`src/rtl/rr_writeback_stream_arbiter_if.sv`:
```
// rtl/rr_writeback_stream_arbiter_if.sv - two-source writeback stream bundle
// The slave modport is the arbiter view, the master modport drives sources and sinks the output.
interface rr_writeback_stream_arbiter_if #(
  parameter int DATA_WIDTH = 512,
  parameter int LEN_WIDTH  = 10
);
  logic                  src0_valid;
  logic [DATA_WIDTH-1:0] src0_data;
  logic [LEN_WIDTH-1:0]  src0_len;
  logic                  src0_ready;

  logic                  src1_valid;
  logic [DATA_WIDTH-1:0] src1_data;
  logic [LEN_WIDTH-1:0]  src1_len;
  logic                  src1_ready;

  logic                  out_valid;
  logic [DATA_WIDTH-1:0] out_data;
  logic [LEN_WIDTH-1:0]  out_len;
  logic                  out_src;
  logic                  out_ready;

  modport slave (
    input  src0_valid, src0_data, src0_len,
    output src0_ready,
    input  src1_valid, src1_data, src1_len,
    output src1_ready,
    output out_valid, out_data, out_len, out_src,
    input  out_ready
  );

  modport master (
    output src0_valid, src0_data, src0_len,
    input  src0_ready,
    output src1_valid, src1_data, src1_len,
    input  src1_ready,
    input  out_valid, out_data, out_len, out_src,
    output out_ready
  );
endinterface

```
`src/rtl/rr_writeback_stream_arbiter.sv`:
```
// rtl/rr_writeback_stream_arbiter.sv - weighted round-robin merge of two writeback streams
// One registered output stage; per-source saturating beat counters.
module rr_writeback_stream_arbiter #(
  parameter int DATA_WIDTH = 512,
  parameter int LEN_WIDTH  = 10,
  parameter int WEIGHT0    = 4,
  parameter int WEIGHT1    = 1,
  parameter int CNT_WIDTH  = 32
) (
  input  logic                         clk,
  input  logic                         rstn,
  rr_writeback_stream_arbiter_if.slave bus,
  output logic [CNT_WIDTH-1:0]         cnt0,
  output logic [CNT_WIDTH-1:0]         cnt1
);

  localparam logic [7:0] W0 = 8'(WEIGHT0);
  localparam logic [7:0] W1 = 8'(WEIGHT1);

  typedef enum logic {
    GNT_SRC0 = 1'b0,
    GNT_SRC1 = 1'b1
  } gnt_e;

  gnt_e                  gnt_q;
  gnt_e                  gnt_oth;
  logic [7:0]            credit_q;
  logic                  out_valid_q;
  logic [DATA_WIDTH-1:0] out_data_q;
  logic [LEN_WIDTH-1:0]  out_len_q;
  logic                  out_src_q;
  logic [CNT_WIDTH-1:0]  cnt0_q, cnt0_d;
  logic [CNT_WIDTH-1:0]  cnt1_q, cnt1_d;

  logic       load_en;
  logic       acc0, acc1, accept;
  logic       cur_valid, oth_valid;
  logic [7:0] cur_weight, oth_weight;

  assign load_en = !out_valid_q || bus.out_ready;

  // Ready is gated by reset so nothing upstream sees a handshake that is not taken.
  assign acc0   = rstn && load_en && (gnt_q == GNT_SRC0) && bus.src0_valid;
  assign acc1   = rstn && load_en && (gnt_q == GNT_SRC1) && bus.src1_valid;
  assign accept = acc0 || acc1;

  assign cur_valid  = (gnt_q == GNT_SRC0) ? bus.src0_valid : bus.src1_valid;
  assign oth_valid  = (gnt_q == GNT_SRC0) ? bus.src1_valid : bus.src0_valid;
  assign cur_weight = (gnt_q == GNT_SRC0) ? W0 : W1;
  assign oth_weight = (gnt_q == GNT_SRC0) ? W1 : W0;
  assign gnt_oth    = (gnt_q == GNT_SRC0) ? GNT_SRC1 : GNT_SRC0;

  always_ff @(posedge clk) begin
    if (!rstn) begin
      gnt_q    <= GNT_SRC0;
      credit_q <= W0;
    end else if (load_en) begin
      if (cur_valid) begin
        // The last beat of a turn hands over in the same edge, so no bubble.
        if (credit_q == 8'd1) begin
          if (oth_valid) begin
            gnt_q    <= gnt_oth;
            credit_q <= oth_weight;
          end else begin
            credit_q <= cur_weight;
          end
        end else begin
          credit_q <= credit_q - 8'd1;
        end
      end else if (oth_valid) begin
        gnt_q    <= gnt_oth;
        credit_q <= oth_weight;
      end
    end
  end

  always_ff @(posedge clk) begin
    if (!rstn) begin
      out_valid_q <= 1'b0;
    end else if (load_en) begin
      out_valid_q <= accept;
    end
  end

  always_ff @(posedge clk) begin
    if (load_en && accept) begin
      out_data_q <= acc1 ? bus.src1_data : bus.src0_data;
      out_len_q  <= acc1 ? bus.src1_len : bus.src0_len;
      out_src_q  <= acc1;
    end
  end

  always_comb begin
    cnt0_d = cnt0_q;
    cnt1_d = cnt1_q;
    if (acc0 && (cnt0_q != {CNT_WIDTH{1'b1}})) cnt0_d = cnt0_q + CNT_WIDTH'(1);
    if (acc1 && (cnt1_q != {CNT_WIDTH{1'b1}})) cnt1_d = cnt1_q + CNT_WIDTH'(1);
  end

  always_ff @(posedge clk) begin
    if (!rstn) begin
      cnt0_q <= '0;
      cnt1_q <= '0;
    end else begin
      cnt0_q <= cnt0_d;
      cnt1_q <= cnt1_d;
    end
  end

  assign bus.src0_ready = acc0;
  assign bus.src1_ready = acc1;
  assign bus.out_valid  = out_valid_q;
  assign bus.out_data   = out_data_q;
  assign bus.out_len    = out_len_q;
  assign bus.out_src    = out_src_q;
  assign cnt0           = cnt0_q;
  assign cnt1           = cnt1_q;

`ifndef SYNTHESIS
  a_out_stable: assert property (@(posedge clk) disable iff (!rstn)
    (rstn && out_valid_q && !bus.out_ready) |=>
      (out_valid_q && $stable(out_data_q) && $stable(out_len_q) && $stable(out_src_q)));
  a_one_ready: assert property (@(posedge clk) !(acc0 && acc1));
  a_credit_nz: assert property (@(posedge clk) disable iff (!rstn) credit_q != 8'd0);
`endif

endmodule

```
`src/flat_wrapper.sv`:
```
// flat-port wrapper written by rule: the top's interface ports become plain ports
module rr_writeback_stream_arbiter_flat 
#(
  parameter int DATA_WIDTH = 512,
  parameter int LEN_WIDTH  = 10,
  parameter int WEIGHT0    = 4,
  parameter int WEIGHT1    = 1,
  parameter int CNT_WIDTH  = 32
)
  (clk, rstn, cnt0, cnt1, bus_src0_valid, bus_src0_data, bus_src0_len, bus_src0_ready, bus_src1_valid, bus_src1_data, bus_src1_len, bus_src1_ready, bus_out_valid, bus_out_data, bus_out_len, bus_out_src, bus_out_ready);
  rr_writeback_stream_arbiter_if #(.DATA_WIDTH(DATA_WIDTH), .LEN_WIDTH(LEN_WIDTH)) bus_i ();
  input  logic clk;
  input  logic rstn;
  output logic [CNT_WIDTH-1:0] cnt0;
  output logic [CNT_WIDTH-1:0] cnt1;
  input wire logic [$bits(bus_i.src0_valid)-1:0] bus_src0_valid;
  input wire logic [$bits(bus_i.src0_data)-1:0] bus_src0_data;
  input wire logic [$bits(bus_i.src0_len)-1:0] bus_src0_len;
  output wire logic [$bits(bus_i.src0_ready)-1:0] bus_src0_ready;
  input wire logic [$bits(bus_i.src1_valid)-1:0] bus_src1_valid;
  input wire logic [$bits(bus_i.src1_data)-1:0] bus_src1_data;
  input wire logic [$bits(bus_i.src1_len)-1:0] bus_src1_len;
  output wire logic [$bits(bus_i.src1_ready)-1:0] bus_src1_ready;
  output wire logic [$bits(bus_i.out_valid)-1:0] bus_out_valid;
  output wire logic [$bits(bus_i.out_data)-1:0] bus_out_data;
  output wire logic [$bits(bus_i.out_len)-1:0] bus_out_len;
  output wire logic [$bits(bus_i.out_src)-1:0] bus_out_src;
  input wire logic [$bits(bus_i.out_ready)-1:0] bus_out_ready;
  assign bus_i.src0_valid = bus_src0_valid;
  assign bus_i.src0_data = bus_src0_data;
  assign bus_i.src0_len = bus_src0_len;
  assign bus_src0_ready = bus_i.src0_ready;
  assign bus_i.src1_valid = bus_src1_valid;
  assign bus_i.src1_data = bus_src1_data;
  assign bus_i.src1_len = bus_src1_len;
  assign bus_src1_ready = bus_i.src1_ready;
  assign bus_out_valid = bus_i.out_valid;
  assign bus_out_data = bus_i.out_data;
  assign bus_out_len = bus_i.out_len;
  assign bus_out_src = bus_i.out_src;
  assign bus_i.out_ready = bus_out_ready;
  rr_writeback_stream_arbiter #(.DATA_WIDTH(DATA_WIDTH), .LEN_WIDTH(LEN_WIDTH), .WEIGHT0(WEIGHT0), .WEIGHT1(WEIGHT1), .CNT_WIDTH(CNT_WIDTH)) u_core (.clk(clk), .rstn(rstn), .bus(bus_i), .cnt0(cnt0), .cnt1(cnt1));
endmodule
```
`config.mk`:
```
export PLATFORM = sky130hd
export DESIGN_NAME = rr_writeback_stream_arbiter_flat
export DESIGN_NICKNAME = d
export VERILOG_FILES = /design/src/rtl/rr_writeback_stream_arbiter_if.sv /design/src/rtl/rr_writeback_stream_arbiter.sv /design/src/flat_wrapper.sv
export SDC_FILE = /design/constraint.sdc
export NUM_CORES = 1
export LEC_CHECK = 0
export BUFFER_PORTS_ARGS = -buffer_cell sky130_fd_sc_hd__buf_4
export CAP_MARGIN = 20
export CORE_AREA = 2 2 636 638
export CTS_BUF_LIST = sky130_fd_sc_hd__clkbuf_4
export CTS_CLUSTER_DIAMETER = 50
export DETAILED_ROUTE_END_ITERATION = 10
export DIE_AREA = 0 0 638 640
export PLACE_DENSITY = 0.3
export SYNTH_ARGS = -nofsm -noshare
export SYNTH_HDL_FRONTEND = slang
export SYNTH_SLANG_ARGS = --single-unit
```
`constraint.sdc`:
```
create_clock -name clk -period 45.4 [get_ports clk]
set_input_delay 9.08 -clock clk [delete_from_list [all_inputs] [get_ports clk]]
set_output_delay 9.08 -clock clk [all_outputs]
set_load 0.03 [all_outputs]
```
==> results by group <==
Routing
  • WL met1: 110000 um
  • WL/cell: 30.2 um
  • Initial DRC Count: 1735
  • Met2 wire length: 150000 um
  • DR pass1 iterations: 6
  • Top layer used by detailed routing: met5
  • Met3 routed WL: 29800 um
  • Detailed-route vias per instance: 2.88
  • Via count: 28500
  • Drc violations: 0
  • Final wirelength: 299000 um
  • Post-route ant nets: 0

Global routing
  • Vias in the first global route: 28800
  • Grt ovf: 0
  • Antenna violations before repair: 282
  • Tot GR Track Use: 0.140
  • Pin count of the biggest net entering global routing: 123
  • First-pass GRT wire length: 359000 um

Setup path
  • Crit-path max cell delay: 0.55 ns
  • WP depth: 5
  • Bufs and invs on worst path: 3
  • Crit start category: input port
  • Crit path DAT: 11.11 ns
  • Reg-to-reg startpoint: u_core.bus.out_valid
  • CP Capture Type: output port
  • Slowest cell on crit path: or3_4
  • R2R setup slack: 40.91 ns
  • CP delay by family, top: buffers and inverters
  • Crit path max fanout: 85
  • WP data required: 36.32 ns
  • Setup Crit Path Kind: input port to output port
  • Worst r2r dst: u_core.bus.out_data[1]
  • Most common cell on crit path: buf_4
  • CP Cell Sequence: buf_4, nand2_2, or3_4, inv_8, buf_4
  • Worst-case reg-to-reg path depth: 8

Die
  • Row count: 233
  • Die Ht: 640 um
  • Die Wd: 638 um
  • Core area: 401000 um^2
  • Starting Density: 0.0641
  • Die ar.: 408000 um^2
  • IO Pins: 1639

STA
  • Fmax achieved: 49.5 MHz
  • Worst Tran Pin Value: 1.03 ns
  • Slew headroom: 0.311
  • Fin Hold WS: 0.499 ns
  • Finish-stage setup viols: 0
  • Max-slew violations: 0
  • Final critical-path share of the clock period: 0.445
  • Final worst path period need: 20.19 ns
  • Setup TNS: 0 ns
  • RSZ-0062 raised after global routing: false
  • Worst clock skew: 0.117 ns
  • Final Hold Viols: 0

Synthesis
  • Simple-gate area share of the yosys netlist: 0.275
  • Top cell type by total area after synthesis: edfxtp_1
  • Synth Warn #: 0
  • Area contributors post-synth: edfxtp_1 61%, nand2_1 24%, dfxtp_1 5.8%
  • Xor/xnor share of the synthesized area: 0.00374
  • Syn Nets: 3718
  • Syn Inst Count: 2665
  • Synth Area per Inst: 9.66 um^2
  • Yosys reg bits: 597
  • Ys flop type: edfxtp_1
  • Largest family of logic cells by synthesized area: simple AND/OR/NAND/NOR gates
  • Mux contribution to synthesized area: 0.00622
  • Synth cell types: 50
  • EDFF count, synth: 523
  • Post-synthesis sequential area ratio: 0.667
  • Mapped Area: 25700 um^2
  • Yosys top cell area share: 0.610
  • Synth Area in Adders: 0.00233
  • Async S/R FF share, synth: 0
  • Post-synthesis compound-gate area fraction: 0.0240

Place
  • Hpwl dp: 264000 um
  • RePlAce Congestion: 0.939
  • IO Port Bufs: 1638

Power and ir drop
  • Maximum vdd ir drop: 0.0154 mV
  • Lkg Pwr: 20.0 nW
  • PD cells: 33.1 nW/um^2
  • Total power: 1.56 mW

Clocking
  • Clk sinks: 597
  • Hold-fix buffers, CTS: 0
  • Post-CTS resize count: 0
  • CTS Buffer Depth: 4
  • Worst-path clk slew: 0.06 ns
  • Root buf cell: clkbuf_4
  • Number of H-tree levels: 4
  • CTS tree: done
  • Postcts setup bufs: 0
  • Clock latency on the worst-skew pair: 1.28 ns
  • Cts bufs inserted: 210

Hold path
  • Hold worst-path end: u_core.cnt0[13]
  • Hold Crit Start: u_core.cnt0[13]
  • Hold path depth: 1
  • Worst hold path class: flop to flop

Outcome
  • Status: finished, final reports clean

Final layout
  • Share of cells above drive strength 1: 0.438
  • Commonest non-fill, non-tap cell in the layout: buf_4
  • Most frequent cells in the layout: 1662 x buf_4, 1615 x nand2_1, 523 x edfxtp_1, 300 x clkbuf_4, 74 x dfxtp_1
  • Post-layout net count: 5462
  • Area grow syn2layout: 83.0%

Job
  • Max-cap viol count: 0
-- Yosys cell counts, types with 2 or more instances --
| cell | n |
|---|---|
| or2_2 | 4 |
| buf_1 | 4 |
| o21ai_0 | 24 |
| and4_1 | 4 |
| a21oi_1 | 41 |
| and2_1 | 2 |
| nand4_1 | 26 |
| o2111ai_1 | 2 |
| nor2b_1 | 3 |
| nand3_1 | 26 |
| o211ai_1 | 8 |
| or4_1 | 17 |
| and3_1 | 7 |
| nor4_1 | 12 |
| o31ai_1 | 16 |
| clkbuf_1 | 126 |
| nor2_1 | 26 |
| inv_1 | 12 |
| ha_1 | 4 |
| mux2i_1 | 16 |
| nand2_1 | 1616 |
| nand2b_1 | 10 |
| nor3_1 | 9 |
| edfxtp_1 | 523 |
| xor2_1 | 5 |
| or3_1 | 20 |
| xnor2_1 | 6 |
| dfxtp_1 | 74 |
-- stage by stage --
step / utilization / instances / cell area [um^2] / setup slack (ns)
after floorplan: - / 2665 / 25700 / 23.00
after global placement: 0.111 / 9484 / 44400 / 25.11
after detailed placement: 0.111 / 9484 / 44400 / 25.12
after CTS: 0.117 / 9852 / 47000 / 25.11
after global routing: 0.117 / 9861 / 47000 / 25.06
final: 0.117 / 9898 / 47100 / 25.21
-- metal layers --
layer  up-vias  GRT usage
met5         -          0
met4       154     0.0286
met3       661     0.0626
met2      1603      0.251
met1     13600      0.151
li1      12500          -
-- logic make-up after synthesis --
logic type	after synthesis
AO/OA/AOI/OAI	102
multiplexers	16
AND/OR/NAND/NOR	1788
flip-flops	597
XOR/XNOR	11
adder cells (fa/ha/maj)	5
buffers and inverters	146
-- worst max-delay path by stage --
stage,startpoint,to,slack (ns)
detailed placement,rstn,bus_src1_ready,25.12
floorplan,bus_out_ready,u_core.bus.out_data[0],23.00
global route,rstn,bus_src1_ready,25.06
CTS,rstn,bus_src1_ready,25.11
finish,rstn,bus_src1_ready,25.21
global placement,rstn,bus_src1_ready,25.11
-- area by class of cell --
cell class / instances / area, um^2
clock inverters: 68 / 343
inverters: 14 / 60.1
clock buffers: 300 / 2250
fillers: 46400 / 354000
well taps: 5287 / 6620
diodes: 46 / 115
repair buffers: 1664 / 12500
flip-flops and latches: 597 / 17200
multi-input cells: 1922 / 8030
-- report_power, final --
group | leakage (nW) | total [mW] | switching (mW) | internal (mW)
clock network | 1.56 | 0.624 | 0.315 | 0.309
registers | 5.48 | 0.655 | 0.0166 | 0.638
logic | 13.0 | 0.281 | 0.174 | 0.107
total | 20.0 | 1.56 | 0.505 | 1.05
-- registers in the layout, indices dropped and copies added (netlist names) --
| name | cells |
|---|---|
| u_core.bus.out_valid | 1 |
| u_core.bus.out_src | 1 |
| u_core.gnt_q | 1 |
| u_core.cnt1 | 32 |
| u_core.cnt0 | 32 |
| u_core.credit_q | 8 |
| u_core.bus.out_data | 512 |
| u_core.bus.out_len | 10 |
Power figures use the tool's default switching activity.
